File: src/rtl/key_debounce_if.sv
// Key bundle between raw key pins and the debounced level/strobe outputs.
// master drives the raw pins; slave (the debouncer) returns clean signals.
interface key_debounce_if #(
  parameter int N_KEYS = 2
);
  logic [N_KEYS-1:0] key_raw;
  logic [N_KEYS-1:0] key_level;
  logic [N_KEYS-1:0] key_press;
  logic [N_KEYS-1:0] key_release;
  logic [N_KEYS-1:0] key_long;

  modport master (
    output key_raw,
    input  key_level,
    input  key_press,
    input  key_release,
    input  key_long
  );

  modport slave (
    input  key_raw,
    output key_level,
    output key_press,
    output key_release,
    output key_long
  );
endinterface

File: src/rtl/key_debounce.sv
// Per-key synchroniser, debounce counter and 4-state FSM giving clean level and strobes.
// Define KEY_DEBOUNCE_LONGPRESS_EN to add the per-key hold counter and key_long strobe.
module key_debounce #(
  parameter int N_KEYS      = 2,
  parameter int DB_CYCLES   = 270000,
  parameter int LONG_CYCLES = 27000000,
  parameter int ACTIVE_LOW  = 0
) (
  input  logic         clk,
  input  logic         rstn,
  key_debounce_if.slave kb
);

  typedef enum logic [1:0] {
    IDLE         = 2'd0,
    PRESS_WAIT   = 2'd1,
    HELD         = 2'd2,
    RELEASE_WAIT = 2'd3
  } state_e;

  localparam int                 CNT_W    = $clog2(DB_CYCLES + 1);
  localparam logic [CNT_W-1:0]   CNT_LAST = CNT_W'(DB_CYCLES - 1);

  if (DB_CYCLES < 1 || LONG_CYCLES < 1) begin : g_bad_param
    $error("key_debounce: DB_CYCLES and LONG_CYCLES must be >= 1");
  end

  logic [N_KEYS-1:0] raw_act;
  logic [N_KEYS-1:0] sync1_q;
  logic [N_KEYS-1:0] sync2_q;

  assign raw_act = (ACTIVE_LOW != 0) ? ~kb.key_raw : kb.key_raw;

  // Synchroniser stage: resets to the released level so no press appears out of reset.
  always_ff @(posedge clk or negedge rstn) begin
    if (!rstn) begin
      sync1_q <= '0;
      sync2_q <= '0;
    end else begin
      sync1_q <= raw_act;
      sync2_q <= sync1_q;
    end
  end

  for (genvar k = 0; k < N_KEYS; k++) begin : g_ch
    state_e           state_q, state_d;
    logic [CNT_W-1:0] cnt_q, cnt_d;
    logic             level_q, level_d;
    logic             press_q, press_d;
    logic             release_q, release_d;
    logic             s;

    assign s = sync2_q[k];

    always_comb begin
      state_d   = state_q;
      cnt_d     = cnt_q;
      press_d   = 1'b0;
      release_d = 1'b0;
      case (state_q)
        IDLE: begin
          if (s) begin
            state_d = PRESS_WAIT;
            cnt_d   = '0;
          end
        end
        PRESS_WAIT: begin
          if (!s) begin
            state_d = IDLE;
            cnt_d   = '0;
          end else if (cnt_q == CNT_LAST) begin
            state_d = HELD;
            press_d = 1'b1;
            cnt_d   = '0;
          end else begin
            cnt_d = cnt_q + 1'b1;
          end
        end
        HELD: begin
          if (!s) begin
            state_d = RELEASE_WAIT;
            cnt_d   = '0;
          end
        end
        RELEASE_WAIT: begin
          if (s) begin
            state_d = HELD;
            cnt_d   = '0;
          end else if (cnt_q == CNT_LAST) begin
            state_d   = IDLE;
            release_d = 1'b1;
            cnt_d     = '0;
          end else begin
            cnt_d = cnt_q + 1'b1;
          end
        end
        default: begin
          state_d = IDLE;
          cnt_d   = '0;
        end
      endcase
      level_d = (state_d == HELD) || (state_d == RELEASE_WAIT);
    end

    // FSM stage: level and strobes are registered so they change on the same edge.
    always_ff @(posedge clk or negedge rstn) begin
      if (!rstn) begin
        state_q   <= IDLE;
        cnt_q     <= '0;
        level_q   <= 1'b0;
        press_q   <= 1'b0;
        release_q <= 1'b0;
      end else begin
        state_q   <= state_d;
        cnt_q     <= cnt_d;
        level_q   <= level_d;
        press_q   <= press_d;
        release_q <= release_d;
      end
    end

    assign kb.key_level[k]   = level_q;
    assign kb.key_press[k]   = press_q;
    assign kb.key_release[k] = release_q;

`ifdef KEY_DEBOUNCE_LONGPRESS_EN
    localparam int                LONG_W    = $clog2(LONG_CYCLES + 1);
    localparam logic [LONG_W-1:0] LONG_MAX  = LONG_W'(LONG_CYCLES);
    localparam logic [LONG_W-1:0] LONG_LAST = LONG_W'(LONG_CYCLES - 1);

    logic [LONG_W-1:0] hold_q, hold_d;
    logic              long_q, long_d;

    // Saturating hold counter; reaching LONG_MAX is what stops a second strobe.
    always_comb begin
      hold_d = hold_q;
      long_d = 1'b0;
      if (state_d == IDLE) begin
        hold_d = '0;
      end else if (state_q == PRESS_WAIT && state_d == HELD) begin
        hold_d = '0;
      end else if (state_q == HELD || state_q == RELEASE_WAIT) begin
        if (hold_q != LONG_MAX) hold_d = hold_q + 1'b1;
        if (hold_q == LONG_LAST) long_d = 1'b1;
      end
    end

    always_ff @(posedge clk or negedge rstn) begin
      if (!rstn) begin
        hold_q <= '0;
        long_q <= 1'b0;
      end else begin
        hold_q <= hold_d;
        long_q <= long_d;
      end
    end

    assign kb.key_long[k] = long_q;
`else
    assign kb.key_long[k] = 1'b0;
`endif
  end

endmodule

File: src/flat_wrapper.sv
// flat-port wrapper written by rule: the top's interface ports become plain ports
module key_debounce_flat 
#(
  parameter int N_KEYS      = 2,
  parameter int DB_CYCLES   = 270000,
  parameter int LONG_CYCLES = 27000000,
  parameter int ACTIVE_LOW  = 0
)
  (clk, rstn, kb_key_raw, kb_key_level, kb_key_press, kb_key_release, kb_key_long);
  key_debounce_if #(.N_KEYS(N_KEYS)) kb_i ();
  input  logic clk;
  input  logic rstn;
  input wire logic [$bits(kb_i.key_raw)-1:0] kb_key_raw;
  output wire logic [$bits(kb_i.key_level)-1:0] kb_key_level;
  output wire logic [$bits(kb_i.key_press)-1:0] kb_key_press;
  output wire logic [$bits(kb_i.key_release)-1:0] kb_key_release;
  output wire logic [$bits(kb_i.key_long)-1:0] kb_key_long;
  assign kb_i.key_raw = kb_key_raw;
  assign kb_key_level = kb_i.key_level;
  assign kb_key_press = kb_i.key_press;
  assign kb_key_release = kb_i.key_release;
  assign kb_key_long = kb_i.key_long;
  key_debounce #(.N_KEYS(N_KEYS), .DB_CYCLES(DB_CYCLES), .LONG_CYCLES(LONG_CYCLES), .ACTIVE_LOW(ACTIVE_LOW)) u_core (.clk(clk), .rstn(rstn), .kb(kb_i));
endmodule
File: config.mk
export PLATFORM = sky130hd
export DESIGN_NAME = key_debounce_flat
export DESIGN_NICKNAME = d
export VERILOG_FILES = /design/src/rtl/key_debounce_if.sv /design/src/rtl/key_debounce.sv /design/src/flat_wrapper.sv
export SDC_FILE = /design/constraint.sdc
export NUM_CORES = 1
export LEC_CHECK = 0
export ABC_AREA = 1
export ABC_CLOCK_PERIOD_IN_PS = 1500
export BUFFER_PORTS_ARGS = -buffer_cell sky130_fd_sc_hd__buf_2
export CORE_AREA = 4 4 90 109
export CTS_CLUSTER_SIZE = 14
export DETAILED_ROUTE_END_ITERATION = 6
export DIE_AREA = 0 0 94 113
export PLACE_DENSITY_LB_ADDON = 0.25
export SYNTH_ARGS = -nofsm -noshare
export SYNTH_HDL_FRONTEND = slang
export SYNTH_SLANG_ARGS = --single-unit
File: constraint.sdc
create_clock -name clk -period 1.5 [get_ports clk]
set_clock_uncertainty 0.15 [all_clocks]
set_input_delay 0.075 -clock clk [delete_from_list [all_inputs] [get_ports clk]]
set_output_delay 0.075 -clock clk [all_outputs]
set_load 0.005 [all_outputs]
# == Word level (Yosys, flattened, before mapping) ==
# Cells that the tools add are included.
# op_classes
n_eq_ne,16
add_sub_neg,2
muxes,36
n_reduce_logical,6
# op_table
cell,count
$mux 19,10
$pmux 19 s4,2
$add 19x1->19 const B,2
$eq 19x19->1 const B,2
$mux 2,12
$eq 2x2->1 const B,8
$pmux 2 s4,2
$mux 1,10
$eq 2x1->1 const B,2
$logic_not 2->1,2
$ne 2x1->1 const B,2
$ne 2x2->1 const B,2
$reduce_and 2->1,2
$logic_or 1x1->1,2
# totals
in_bits,4
out_inout_bits,8
reg_bits,52
word_cells,72

# == Logic depth before layout (Yosys ltp) ==
# logic_depth
ltp_word,6
depth_mapped,10
mapped_depth_nobuf,10

# == Least setup slack after synthesis ==
# OpenSTA, ideal clock, no wires.
# synth_timing
path_kind,register -> register
from,register u_core.g_ch[0].cnt_q[0]
to,register u_core.g_ch[0].cnt_q[11]
arrival_ns,1.255
period_less_slack_ns,1.531
path_stages_with_launch,8
path_buffers,1
t_required_ns,1.224
setup_time_ns,0.126
setup_slack_ns,-0.031
cell_sequence,dfrtp_1 > ha_1 > nand2_1 > nor2_4 > nand3_2 > nand2_2 > buf_6 > o22ai_2
# synth_between
elab_chain_cells,4
word_cells_on_any_way,6
cone_classes,add/sub (1); eq/ne (1); mux (4)
# synth_rtl
item,line,source
start: declaration,key_debounce.sv:47,"logic [CNT_W-1:0] cnt_q, cnt_d;"
start signal: assignment,key_debounce.sv:115,cnt_q <= cnt_d;
$add 19x1->19 or $eq 19x19->1 (tied branches),--,
$mux 19 (*),"key_debounce.sv:71, key_debounce.sv:89",
"$mux 19, on equally long branches","key_debounce.sv:86, key_debounce.sv:68",
$pmux 19 s4 (*),key_debounce.sv:60,case (state_q)
# Every way passes the cells marked *; elsewhere a longest branch is shown, timed or not.
# A chain may end at the register's enable or synchronous reset.

# == Final worst setup path ==
# layout_timing
from,register u_core.g_ch[1].cnt_q[0]
to,register u_core.g_ch[1].cnt_q[12]
# layout_between
elab_chain_cells,4
word_cells_on_any_way,6
cone_classes,add/sub (1); eq/ne (1); mux (4)
# layout_rtl
item,line
start: declaration,key_debounce.sv:47
start signal: assignment,key_debounce.sv:115
$add 19x1->19 or $eq 19x19->1 (tied branches),--
$mux 19 (*),"key_debounce.sv:71, key_debounce.sv:89"
"$mux 19, on equally long branches","key_debounce.sv:86, key_debounce.sv:68"
$pmux 19 s4 (*),key_debounce.sv:60
# Marks and branches as above.

==> impl_metrics.py <==
metrics = {
    "outcome": {
        "outcome": "finished, violations left",
        "violations": "setup timing",
    },
    "place": {
        "dp_hpwl_mm": 4.99,
        "routabilityCongestion": 0.830,
        "placed_cell_area_sq_um": 3660,
        "dp.cells": 566,
        "buffer_ports.inserted": 9,
    },
    "cts": {
        "tritoncts": "yes",
        "clock_sinks": 52,
        "cts_max_level": 2,
        "clockBufferDepth": 2,
        "cts_root_buf": "clkbuf_8",
        "numCtsBuffers": 5,
        "clk_latency_ps": 300,
        "clkTransAtPathRegs_ps": 100,
    },
    "timing": {
        "rsz0062_at_grt": "true",
        "setup_viol": 44,
        "period_needed_ps": 1620,
        "finalSetupTns_ps": -2960,
        "final-hold-violation-count": 0,
        "drv_slew": 0,
        "finalWorstSetupSlack_ps": -117,
        "fmax_ghz": 0.618,
        "final.period_utilization": 1.08,
    },
    "drt": {
        "ant_nets": 0,
        "wl_per_cell_microns": 11.5,
        "wl_mm": 6.69,
        "drt_iter0_drc": 103,
        "vias": 2644,
        "drt_pass1_iterations": 4,
        "viasPerCell": 4.55,
        "drc": 0,
    },
    "global_routing": {
        "grt_pass1_vias": 2791,
        "grt_usage": 0.140,
        "grt_pass1_wl_mm": 12.2,
        "antenna_found_initial": 0,
        "overflow": 0,
        "grt_max_degree": 53,
    },
    "critical_path": {
        "r2r_cells": 8,
        "crit_path_top_delay_cell": "dfrtp_1",
        "critPathMaxStageDelay_ps": 380,
        "cp-startpoint": "u_core.g_ch[1].cnt_q[0]",
        "cpMostUsedCell": "buf_6",
        "reg2reg_from": "u_core.g_ch[1].cnt_q[0]",
        "crit_chain": "ha_2 > nand2_2 > nor2_4 > buf_6 > nand3_4 > nand2_8 > buf_6 > o21ai_1",
        "cp.arrival_ps": 1670,
        "worstSetupPathType": "flip-flop to flip-flop",
        "crit_fanout": 7,
        "ff2ff_setup_slack_ps": -120,
        "cp.required_ps": 1550,
        "critPathLaunchType": "flip-flop",
        "end_kind": "flip-flop",
        "endpoint": "u_core.g_ch[1].cnt_q[12]",
        "timing.rr.end": "u_core.g_ch[1].cnt_q[12]",
    },
    "cells_and_area": {
        "fillers": 886,
        "final_common_cell": "nand2_1",
        "layout-drive-gt1-share": 0.362,
        "antenna_cells": 0,
        "layout_common_cells": "nand2_1 (100), buf_4 (57), dfrtp_1 (51)",
        "instances_no_fill": 581,
        "final_core_util": 0.463,
        "regArea_sq_um": 1300,
        "multi_input_area_sq_um": 1610,
        "num-nets-final": 466,
        "final_area_sq_um": 4090,
        "areaGrowthSynthToFinish_pct": 37.0,
    },
    "logic_synthesis": {
        "seq_area_frac_synth": 0.436,
        "syn_inst": 381,
        "ys.warnings.count": 0,
        "synth_seq_cells": 52,
        "ys_types": 27,
        "syn_area_sq_um": 2990,
        "syn_area_per_cell_sq_um": 7.84,
    },
    "power": {
        "finalPower_mw": 2.64,
        "powerDensity_nw_per_um2": 646,
        "ir_drop_mv": 0.285,
        "p_leak_nw": 1.86,
    },
    "job": {
        "maxCapViolCount": 0,
    },
    "floorplan": {
        "die_y_microns": 113,
        "initial_core_util": 0.338,
        "die_w_microns": 94,
        "die_area_sq_um": 10600,
        "rows": 38,
        "core_sq_um": 8840,
        "ios": 12,
    },
    "worst_hold_path": {
        "hp-class": "primary input to asynchronous set/reset pin",
    },
}
==> Yosys cell counts <==
| cell | count | area (sq um) |
|---|---|---|
| nand2_1 | 108 | 405 |
| dfrtp_1 | 52 | 1300 |
| inv_1 | 48 | 180 |
| nor2_1 | 35 | 131 |
| nand3_1 | 28 | 140 |
| xor2_1 | 18 | 158 |
| buf_4 | 11 | 82.6 |
| o21ai_1 | 9 | 45.0 |
| nor2_2 | 8 | 50.1 |
| a21oi_1 | 6 | 30.0 |
| nand4_1 | 6 | 37.5 |
| o22ai_1 | 6 | 37.5 |
| nand3_2 | 5 | 50.1 |
| nor2_4 | 5 | 56.3 |
| nand2_2 | 4 | 25.0 |
| o21ai_0 | 4 | 20.0 |
| o21ai_2 | 4 | 35.0 |
| o21bai_1 | 4 | 30.0 |
| buf_6 | 3 | 33.8 |
| inv_2 | 3 | 11.3 |
| nor3_1 | 3 | 15.0 |
| o22ai_2 | 3 | 37.5 |
| xnor2_1 | 3 | 26.3 |
| ha_1 | 2 | 25.0 |
| conb_1 | 1 | 3.75 |
| nand2_4 | 1 | 11.3 |
| nand3b_1 | 1 | 7.51 |
==> cell type report <==
cell class,count,share of cell area
multi-input cells,265,0.394
flip-flops and latches,52,0.318
repair buffers,85,0.173
inverters,51,0.0499
well taps,120,0.0367
clock buffers,6,0.0177
clock inverters,2,0.00948
==> cell families after synthesis <==
kind of cell | count (synthesis) | synth area share
flops | 52 | 0.436
buf+inv | 65 | 0.103
xor+xnor | 21 | 0.0616
compound gates | 36 | 0.0788
simple gates | 204 | 0.311
other cells | 1 | 0.00126
fa+ha+maj | 2 | 0.00838
==> report_power, final <==
part | total (mW) | switching, mW | internal, mW
Clock | 0.998 | 0.493 | 0.505
Sequential | 1.43 | 0.00964 | 1.42
Combinational | 0.215 | 0.122 | 0.0930
Total | 2.64 | 0.624 | 2.02
==> metrics by stage <==
| stage | hold WS [ps] | worst slack, ps |
|---|---|---|
| 3_3_place_gp | -57.7 | -94.1 |
| 4_1_cts | 150 | -108 |
| 6_report | 127 | -117 |
| 2_1_floorplan | -371 | -10.5 |
| 3_5_place_dp | -51.1 | -95.4 |
| 5_1_grt | 186 | -249 |
==> layer usage <==
layer	routed length, microns	share of wire	vias up	GRT usage
met3	118	0.018	11	0.0226
li1	-	-	1346	-
met4	112	0.017	0	0.0434
met5	0	0	-	0
met1	2950	0.44	1263	0.171
met2	3510	0.52	24	0.249
==> what timing repair did <==
action / in CTS / in global routing
resized for setup: 42 / 24
cloned: 0 / 0
endpoints found under the hold margin: 54 / 0
endpoints found under the setup margin: 41 / 48
hold buffers: 3 / 0
pin swaps: 10 / 9
buffers inserted: 3 / 1
==> flip-flops by register name, indices dropped and copies added, names as in the netlist <==
signal                 cells
u_core.g_ch.level_q        2
u_core.g_ch.press_q        2
u_core.sync1_q             2
u_core.g_ch.state_q        4
u_core.g_ch.cnt_q         38
u_core.g_ch.release_q      2
u_core.sync2_q             2
==> critical path: cells and delay by family (launching register included) <==
family | cells | cell delay (ps)
simple gates | 4 | 450
fa+ha+maj | 1 | 200
buf+inv | 2 | 260
flops | 1 | 380
compound gates | 1 | 70
==> worst min-delay path by stage <==
stage,endpoint,slack [ps],cells past startpoint
global placement,u_core.g_ch[0].press_q,-60,2
finish,u_core.g_ch[0].press_q,130,3
global route,u_core.g_ch[0].cnt_q[6],190,3
floorplan,u_core.g_ch[0].cnt_q[0],-370,0
CTS,u_core.g_ch[0].state_q[0],150,3
detailed placement,u_core.g_ch[0].press_q,-50,2
No activity file was read; power rests on OpenSTA's default activity.
